[config.mk]
export PLATFORM = sky130hd
export DESIGN_NAME = anim_sprite_engine
export DESIGN_NICKNAME = d
export VERILOG_FILES = /design/src/rtl/sprite_pkg.sv /design/src/rtl/anim_sequencer.sv /design/src/rtl/anim_sprite_engine.sv
export SDC_FILE = /design/constraint.sdc
export NUM_CORES = 1
export LEC_CHECK = 0
export ABC_AREA = 1
export BUFFER_PORTS_ARGS = -buffer_cell sky130_fd_sc_hd__buf_4
export CAP_MARGIN = 0
export CORE_ASPECT_RATIO = 1.5
export CORE_MARGIN = 5
export CORE_UTILIZATION = 45
export DETAILED_ROUTE_END_ITERATION = 6
export PLACE_DENSITY_LB_ADDON = 0.25
export SLEW_MARGIN = 20
export SYNTH_ARGS = -nofsm -noshare
export SYNTH_HDL_FRONTEND = slang
export SYNTH_SLANG_ARGS = --single-unit
[constraint.sdc]
create_clock -name vga_clk -period 4 [get_ports vga_clk]
set_input_delay 0.6 -clock vga_clk [delete_from_list [all_inputs] [get_ports vga_clk]]
set_output_delay 0.6 -clock vga_clk [all_outputs]
set_load 0.01 [all_outputs]
[src/rtl/sprite_pkg.sv]
// -----------------------------------------------------------------------------
// sprite_pkg
// Shared types and helpers for the animated sprite engine.
//   anim_state_t : frame sequencer states (IDLE, PLAY, DONE)
//   SCREEN_W/H   : visible VGA raster size
//   frame_base() : first ROM address of animation frame f
// -----------------------------------------------------------------------------
package sprite_pkg;

    typedef enum logic [1:0] {
        IDLE = 2'd0,
        PLAY = 2'd1,
        DONE = 2'd2
    } anim_state_t;

    localparam int SCREEN_W = 640;
    localparam int SCREEN_H = 480;

    // Frames are packed back-to-back, so frame f starts at f * w * h.
    function automatic int unsigned frame_base(input int unsigned f,
                                               input int unsigned w,
                                               input int unsigned h);
        return f * w * h;
    endfunction

endpackage

[src/rtl/anim_sequencer.sv]
// -----------------------------------------------------------------------------
// anim_sequencer
// Steps the animation frame on vsync rising edges.
// Ports:
//   vga_clk, reset_n : pixel clock, asynchronous active-low reset
//   vs               : vertical sync (active-low pulse)
//   start            : 1-cycle pulse, (re)start at frame 0 from any state
//   loop_en          : 1 = wrap to frame 0 after the last frame, 0 = one-shot
//   frame            : current frame number
//   busy             : high while in PLAY
//   done             : 1-cycle pulse when a one-shot run finishes
// -----------------------------------------------------------------------------
module anim_sequencer
    import sprite_pkg::*;
#(
    parameter int NUM_FRAMES  = 4,
    parameter int HOLD_VSYNCS = 6,
    parameter int FRAME_W     = 2
) (
    input  logic               vga_clk,
    input  logic               reset_n,
    input  logic               vs,
    input  logic               start,
    input  logic               loop_en,
    output logic [FRAME_W-1:0] frame,
    output logic               busy,
    output logic               done
);

    localparam int HOLD_W = (HOLD_VSYNCS > 1) ? $clog2(HOLD_VSYNCS) : 1;

    anim_state_t        state_q, state_d;
    logic [FRAME_W-1:0] frame_q, frame_d;
    logic [HOLD_W-1:0]  hold_q, hold_d;
    logic               done_q, done_d;
    logic               vs_q, vs_d;
    logic               vs_prev_q, vs_prev_d;
    logic               tick;

    // vs is registered twice; a 0 -> 1 step between the two copies is the
    // end of the sync pulse. Both reset high (idle sync level) so leaving
    // reset never produces a phantom tick.
    assign tick = vs_q & ~vs_prev_q;

    // NOTE: every signal written here is given a default first, so no path
    // leaves a value unassigned and no latch is inferred.
    always_comb begin
        state_d   = state_q;
        frame_d   = frame_q;
        hold_d    = hold_q;
        done_d    = 1'b0;
        vs_d      = vs;
        vs_prev_d = vs_q;

        // start has priority over a coincident tick.
        if (start) begin
            state_d = PLAY;
            frame_d = '0;
            hold_d  = '0;
        end else if (tick && (state_q == PLAY)) begin
            if (hold_q == HOLD_W'(HOLD_VSYNCS - 1)) begin
                hold_d = '0;
                if (frame_q < FRAME_W'(NUM_FRAMES - 1)) begin
                    frame_d = frame_q + FRAME_W'(1);
                end else if (loop_en) begin
                    frame_d = '0;
                end else begin
                    state_d = DONE;
                    done_d  = 1'b1;
                end
            end else begin
                hold_d = hold_q + HOLD_W'(1);
            end
        end
    end

    // NOTE: state registers use non-blocking assignments so every flop
    // samples its _d value from before the edge, independent of statement
    // order. Only control state lives here, so all of it is reset.
    always_ff @(posedge vga_clk or negedge reset_n) begin
        if (!reset_n) begin
            state_q   <= IDLE;
            frame_q   <= '0;
            hold_q    <= '0;
            done_q    <= 1'b0;
            vs_q      <= 1'b1;
            vs_prev_q <= 1'b1;
        end else begin
            state_q   <= state_d;
            frame_q   <= frame_d;
            hold_q    <= hold_d;
            done_q    <= done_d;
            vs_q      <= vs_d;
            vs_prev_q <= vs_prev_d;
        end
    end

    assign frame = frame_q;
    assign busy  = (state_q == PLAY);
    assign done  = done_q;

endmodule

[src/rtl/anim_sprite_engine.sv]
// -----------------------------------------------------------------------------
// anim_sprite_engine
// Draws one animated, power-of-two scaled sprite from an external synchronous
// ROM holding NUM_FRAMES frames back-to-back, with index-based transparency.
// Build option: define SPRITE_HFLIP_EN to honour the hflip input; otherwise
// hflip is ignored (the port stays so instantiations do not change).
// Ports:
//   vga_clk, reset_n      : pixel clock, asynchronous active-low reset
//   DrawX, DrawY          : current raster position
//   SprX, SprY            : sprite top-left corner on screen
//   blank                 : high during active video
//   vs                    : vertical sync, active-low pulse
//   start, loop_en        : sequencer control (see anim_sequencer)
//   hflip                 : horizontal mirror
//   rom_address / rom_q   : sprite ROM, data valid one clock after address
//   pal_index / pal_r,g,b : combinational palette lookup
//   red, green, blue      : pixel colour, zero where the sprite is absent
//   sprite_on             : pixel owned by the sprite
//   frame, busy, done     : sequencer status
// Latency from DrawX/DrawY to colour/sprite_on is two clocks.
// -----------------------------------------------------------------------------
module anim_sprite_engine
    import sprite_pkg::*;
#(
    parameter int SPR_W       = 64,
    parameter int SPR_H       = 64,
    parameter int NUM_FRAMES  = 4,
    parameter int SCALE_SHIFT = 1,
    parameter int HOLD_VSYNCS = 6,
    parameter int ADDR_W      = 15,
    parameter int IDX_W       = 4,
    parameter int TRANSP_IDX  = 0,
    localparam int FRAME_W    = (NUM_FRAMES > 1) ? $clog2(NUM_FRAMES) : 1
) (
    input  logic               vga_clk,
    input  logic               reset_n,
    input  logic [9:0]         DrawX,
    input  logic [9:0]         DrawY,
    input  logic [9:0]         SprX,
    input  logic [9:0]         SprY,
    input  logic               blank,
    input  logic               vs,
    input  logic               start,
    input  logic               loop_en,
    input  logic               hflip,
    output logic [ADDR_W-1:0]  rom_address,
    input  logic [IDX_W-1:0]   rom_q,
    output logic [IDX_W-1:0]   pal_index,
    input  logic [3:0]         pal_r,
    input  logic [3:0]         pal_g,
    input  logic [3:0]         pal_b,
    output logic [3:0]         red,
    output logic [3:0]         green,
    output logic [3:0]         blue,
    output logic               sprite_on,
    output logic [FRAME_W-1:0] frame,
    output logic               busy,
    output logic               done
);

    localparam int SCR_W = SPR_W << SCALE_SHIFT;
    localparam int SCR_H = SPR_H << SCALE_SHIFT;

    // ---------------------------------------------------------------- sequencer
    anim_sequencer #(
        .NUM_FRAMES  (NUM_FRAMES),
        .HOLD_VSYNCS (HOLD_VSYNCS),
        .FRAME_W     (FRAME_W)
    ) u_seq (
        .vga_clk (vga_clk),
        .reset_n (reset_n),
        .vs      (vs),
        .start   (start),
        .loop_en (loop_en),
        .frame   (frame),
        .busy    (busy),
        .done    (done)
    );

    // ---------------------------------------------------------------- mirror
    logic hflip_eff;
`ifdef SPRITE_HFLIP_EN
    assign hflip_eff = hflip;
`else
    logic unused_hflip;
    assign hflip_eff    = 1'b0;
    assign unused_hflip = hflip;
`endif

    // ---------------------------------------------------------------- stage 0
    // Coordinates are widened to 11 bits so SprX + on-screen width never
    // wraps when the sprite hangs off the right or bottom edge.
    logic [10:0]       dx, dy, sx, sy, rel_x, rel_y;
    logic              in_box;
    logic [ADDR_W-1:0] lx_a, ly_a, base_a;
    logic [ADDR_W-1:0] rom_address_q, rom_address_d;
    logic              s1_hit_q, s1_hit_d, s1_blank_q, s1_blank_d;
    logic              s2_hit_q, s2_hit_d, s2_blank_q, s2_blank_d;

    always_comb begin
        dx     = {1'b0, DrawX};
        dy     = {1'b0, DrawY};
        sx     = {1'b0, SprX};
        sy     = {1'b0, SprY};
        rel_x  = dx - sx;
        rel_y  = dy - sy;
        in_box = (dx >= sx) && (dx < sx + 11'(SCR_W)) &&
                 (dy >= sy) && (dy < sy + 11'(SCR_H));

        lx_a = ADDR_W'(rel_x >> SCALE_SHIFT);
        ly_a = ADDR_W'(rel_y >> SCALE_SHIFT);
        if (hflip_eff) begin
            lx_a = ADDR_W'(SPR_W - 1) - lx_a;
        end
        base_a = ADDR_W'(frame_base(32'(frame), SPR_W, SPR_H));

        rom_address_d = in_box ? (base_a + ly_a * ADDR_W'(SPR_W) + lx_a) : '0;
        s1_hit_d      = in_box;
        s1_blank_d    = blank;
        // Second flag stage lines the hit/blank qualifiers up with rom_q.
        s2_hit_d      = s1_hit_q;
        s2_blank_d    = s1_blank_q;
    end

    always_ff @(posedge vga_clk or negedge reset_n) begin
        if (!reset_n) begin
            rom_address_q <= '0;
            s1_hit_q      <= 1'b0;
            s1_blank_q    <= 1'b0;
            s2_hit_q      <= 1'b0;
            s2_blank_q    <= 1'b0;
        end else begin
            rom_address_q <= rom_address_d;
            s1_hit_q      <= s1_hit_d;
            s1_blank_q    <= s1_blank_d;
            s2_hit_q      <= s2_hit_d;
            s2_blank_q    <= s2_blank_d;
        end
    end

    assign rom_address = rom_address_q;

    // ---------------------------------------------------------------- output
    // rom_q is already the ROM's registered data, so colour is formed from it
    // and the aligned flag flops without a further register; this keeps the
    // total latency at two clocks and the cleared flags force the outputs to
    // zero as soon as reset asserts.
    logic pix_on;

    assign pal_index = rom_q;
    assign pix_on    = s2_hit_q && s2_blank_q && (rom_q != IDX_W'(TRANSP_IDX));
    assign sprite_on = pix_on;
    assign red       = pix_on ? pal_r : 4'h0;
    assign green     = pix_on ? pal_g : 4'h0;
    assign blue      = pix_on ? pal_b : 4'h0;

endmodule

==> Yosys cells after proc, flatten, opt, wreduce, memory -nomap -nowiden <==
Cells that the tools add are included.
{ "op_classes": {"add_sub_neg": 8, "bitwise": 2, "n_mux": 22, "eq_ne": 4, "order_cmp": 5, "n_reduce_logical": 12} }
{ "op_table": {"columns": ["cell", "count"], "rows": [
  ["$add A10 B8 Y11 const B", 2],
  ["$lt A10 B11 Y1", 2],
  ["$ge A10 B10 Y1", 2],
  ["$mux W2", 10],
  ["$add A14 B15 Y15", 1],
  ["$add A15 B10 Y15", 1],
  ["$mux W15", 1],
  ["$mux W4", 3],
  ["$sub A10 B10 Y11", 1],
  ["$sub A10 B10 Y10", 1],
  ["$mux W3", 3],
  ["$logic_and A1 B1 Y1", 6],
  ["$mux W1", 5],
  ["$ne A2 B2 Y1 const B", 2],
  ["$reduce_and A4 Y1", 1],
  ["$reduce_bool A2 Y1", 2],
  ["$reduce_bool A4 Y1", 1],
  ["$add A3 B1 Y3 const B", 1],
  ["$eq A3 B3 Y1 const B", 1],
  ["$reduce_and A3 Y1", 1],
  ["$reduce_bool A3 Y1", 1],
  ["$add A2 B1 Y2 const B", 1],
  ["$eq A2 B1 Y1 const B", 1],
  ["$lt A2 B2 Y1 const B", 1],
  ["other kinds (2)", 2]
]} }
{ "totals": {"in_bits": 63, "out_inout_bits": 36, "reg_bits": 29} }

==> Longest topological paths before layout <==
{ "logic_depth": {"ltp_word": 6, "ltp_mapped": 20, "ltp_nobuf": 20} }

==> By module <==
A second synthesis with hierarchy kept.
{ "unflattened": {"hier_cells": 395, "hier_area_um2": 2802.7} }
{ "by_module_without_submodules": {"columns": ["module", "cells_each", "seq_area_each_um2", "area_per_inst_um2", "instances"], "rows": [
  ["anim_sprite_engine", 339, 475.5, 2308.5, 1],
  ["anim_sequencer", 56, 252.7, 494.2, 1]
]} }

==> Worst setup path after synthesis <==
Ideal clock, no wire load.
{ "synth_path": {"kind": "in2reg", "startpoint": "input port DrawX[0]", "endpoint": "register rom_address_q[12] (netlist: rom_address[12])", "cell_stages": 19, "t_required_ns": 3.880, "setup_time_ns": 0.120, "arrival_ns": 2.838, "path_slack_ns": 1.042, "path_buffers": 0, "path_cell_list": "inv_1 ha_1 inv_1 fa_1 nand3_1 nand2_1 a21oi_1 nand2_1 nand2_1 nand2_1 a21oi_1 ha_1 nand2_1 nand2_1 a31oi_1 inv_1 nand3_1 xor2_1 nor2_2"} }
{ "synth_between": {"elab_chain_cells": 5, "elab_cells_between_ends": 8, "classes_between": "add/sub: 2; order compare: 2; mux: 1; reduce/logical: 3"} }
{ "synth_rtl": {"columns": ["item", "line_no", "source"], "rows": [
  ["start, declared", "anim_sprite_engine.sv:37", "input logic [9:0] DrawX,"],
  ["branches (longest 4 deep; another with $add A15 B10 Y15)", null, null],
  ["$mux W15 *", "anim_sprite_engine.sv:117", "rom_address_d = in_box ? (base_a + ly_a * ADDR_W'(SPR_W) + lx_a) : '0;"],
  ["net rom_address_d[12]", "anim_sprite_engine.sv:96", "logic [ADDR_W-1:0] rom_address_q, rom_address_d;"],
  ["end signal, assigned", "anim_sprite_engine.sv:133", "rom_address_q <= rom_address_d;"],
  ["end, declared", "anim_sprite_engine.sv:96", null]
]} }
Mark *: on every way through the listed nets, which the timed path passes.
A chain may end at the register's enable or synchronous reset.

==> Final worst setup path <==
Same ends and word-level chain as after synthesis.

==> impl_metrics.json <==
{
  "cts-resized-gates": 0,
  "tns_ns": 0,
  "core_area_um2": 6043,
  "finalNetCount": 590,
  "drt_pass1_iterations": 4,
  "wirelength_um": 6051,
  "cp.arrival_ns": 3.22,
  "finalCriticalPeriod_ns": 3.064,
  "clock_skew_ns": 0.004223,
  "grt-ovfl-total": 0,
  "row_count": 35,
  "final_antenna_net_count": 0,
  "reg2reg_slack_ns": 2.43,
  "dp_hpwl_um": 5356,
  "critPathBufInv": 4,
  "clk_latency_ns": 0.27,
  "first_global_vias": 2716,
  "hold_viol_final": 0,
  "tightest_slew_ns": 0.3502,
  "synth_cells": 391,
  "critPathLaunch": "DrawX[0]",
  "yosysWarnings": 0,
  "postLayoutCellArea_um2": 3633,
  "timing.final.max_slew_violations": 0,
  "drt-wirelength-per-cell_um": 10.73,
  "placed_cells": 556,
  "critPathSlowestCell": "fa_1",
  "clk_path_buf_depth": 2,
  "rsz0062_at_grt": "false",
  "hp-class": "input pin to asynchronous set/reset pin",
  "grt_use_total_pct": 16.28,
  "n_antenna_cell": 0,
  "cts_hold_buf": 0,
  "ys_top_cells_by_area": "dfrtp_1, ha_1, nand2_1, inv_1, nor2_1",
  "clockRootBuffer": "clkbuf_8",
  "gp_congestion": 0.9333,
  "start_util_pct": 45.61,
  "r2r_cells": 8,
  "cp_slowest_stage_delay_ns": 0.39,
  "grt_first_pass_wirelength_um": 10570,
  "setup_viol": 0,
  "yosysUniqueCellTypes": 34,
  "grt.met1_usage_pct": 16.97,
  "mostFrequentLayoutCells": "buf_4, nand2_1, inv_1",
  "drive_above_1_share_pct": 25.92,
  "synth_top_area_share_pct": 24.51,
  "status": "finished clean",
  "dpl_cell_area_um2": 3532,
  "drcViolationCount": 0,
  "grt_antenna_before_repair": 0,
  "die_y_um": 105.9,
  "globalRouteMet3Util_pct": 2.672,
  "busiest_layer": "met2",
  "die_area_um2": 7823,
  "grt_max_degree": 30,
  "crit_path_frequent_cell": "nand2_1",
  "endpoint_kind": "register",
  "htree_levels": 2,
  "crit_type": "input pin to register",
  "r2r-start": "u_seq.state_q[1]",
  "yosys_register_bits": 29,
  "critPathMaxFanout": 4,
  "die_x_um": 73.90,
  "vdd_drop_max_v": 0.0001303,
  "cts_tree": "done",
  "cp.required_ns": 4.15,
  "crit_end": "rom_address[12]",
  "grt_use_met2_pct": 31.09,
  "synthesis.area_um2": 2756,
  "crit_cells": 20,
  "final_common_cell": "buf_4",
  "hold-worst-slack_ns": 0.2284,
  "power.density_nw_per_um2": 273.2,
  "total_leakage_power_nw": 2.139,
  "portBuffers": 97,
  "avgSynthCellArea_um2": 7.050,
  "timing.rr.end": "u_seq.state_q[0]",
  "numCtsBuffers": 5,
  "syn2layout_area_growth_pct": 31.82,
  "io_pins": 99,
  "critPathTopFamily": "adder cells",
  "syn_nets": 492,
  "cts_setup_buffers": 0,
  "fin_util_pct": 60.12,
  "fmax_ghz": 0.3264,
  "num_vias": 2671,
  "startpoint_type": "input pin",
  "instances_no_fill": 564,
  "first_iter_violations": 131,
  "slew_headroom_pct": 76.65,
  "clkSlewWorstSetupHoldPaths_ns": 0.06,
  "finalCritPeriodShare_pct": 76.60,
  "synth_seq_area_share_pct": 26.42,
  "yosys.area.top_type": "dfrtp_1",
  "maxCapViolCount": 0,
  "crit_chain": "buf_4, inv_1, ha_1, inv_1, fa_1, nand3_1, nand2_1, a21oi_1, nand2_1, nand2_1, nand2_1, a21oi_1, ha_1, nand2_1, nand2_1, a31oi_1, inv_1, nand3_1, xor2_1, nor2_2",
  "clock_sinks": 29,
  "viasPerCell": 4.736
}
==> worst register-to-register path, cell delays in order (launching register included) <==
cell and delay [ns]:
dfrtp_1 0.37, nor2_1 0.16, nand3b_1 0.18, nor2_2 0.19
inv_1 0.08, nor2_1 0.15, nand2_1 0.10, nor3_2 0.17
a21oi_1 0.06
==> cell usage after synthesis (all sizes together) <==
cell type and instances:
nand2 85, inv 82, nor2 58, ha 35, dfrtp 27, nand3 25, a21oi 23, xor2 13
xnor2 7, buf 5, o21ai 5, nand4 4, nor3 4, a31oi 3, fa 3, dfstp 2
nand3b 2, a21o 1, a32o 1, and2 1, clkbuf 1, nor3b 1, nor4 1, o21bai 1
or2 1
==> routing by layer <==
layer	share of wire (%)	vias to the layer above	wire (um)
li1	-	1396	-
met1	36	1179	2197
met3	9.0	10	542
met4	1.9	0	113
met5	0	-	0
met2	53	86	3197
==> layout make-up <==
type	instances	area, um2
flip-flops and latches	29	728.2
fillers	570	2410
well taps	74	92.59
clock buffers	7	96.34
inverters	82	307.8
repair buffers	97	728.2
clock inverters	1	5.005
multi-input cells	274	1675
==> how the worst min path moves through the flow <==
stage | slack (ns) | startpoint | to | cells after the start
after detailed placement | 0.34 | s1_blank_q | s2_blank_q | 0
after global routing | 0.26 | reset_n | u_seq.state_q[0] | 1
after floorplan | 0.30 | reset_n | rom_address[0] | 0
after CTS | 0.24 | reset_n | u_seq.state_q[1] | 1
after global placement | 0.34 | s1_blank_q | s2_blank_q | 0
final | 0.23 | reset_n | u_seq.state_q[1] | 1
==> logic make-up (layout without fill, tap and decap cells) <==
| group | Yosys count | in the layout | synth area share [%] |
|---|---|---|---|
| AOI/OAI and AO/OA | 34 | 34 | 7.218 |
| xor gates and xnor gates | 20 | 20 | 6.355 |
| adders and majority gates | 38 | 38 | 18.07 |
| buffers and inverters | 88 | 187 | 12.80 |
| DFF | 29 | 29 | 26.42 |
| and+or+nand+nor | 182 | 182 | 29.14 |
==> power breakdown <==
part	total, W	internal, W	switching, W	leakage (nW)
logic	0.000422	0.000186	0.000236	1.70
clock network	0.000257	0.000155	0.000102	0.0542
registers	0.000314	0.000309	0.00000453	0.385
==> per-stage QoR <==
step | power (W) | setup WS [ns]
after floorplan | 0.0006116 | 1.042
after global placement | 0.0007316 | 0.6873
after detailed placement | 0.0007437 | 0.6721
after CTS | 0.001007 | 0.9594
after global routing | 0.001081 | 0.6142
final | 0.0009928 | 0.9359
==> registers in the layout, summed over array words and instances, names as in the netlist <==
signal	flops
u_seq.frame	2
u_seq.vs_prev_q	1
u_seq.done	1
u_seq.hold_q	3
s1_blank_q	1
s1_hit_q	1
rom_address	15
u_seq.state_q	2
s2_hit_q	1
u_seq.vs_prev_d	1
s2_blank_q	1
Power figures use the tool's default switching activity.
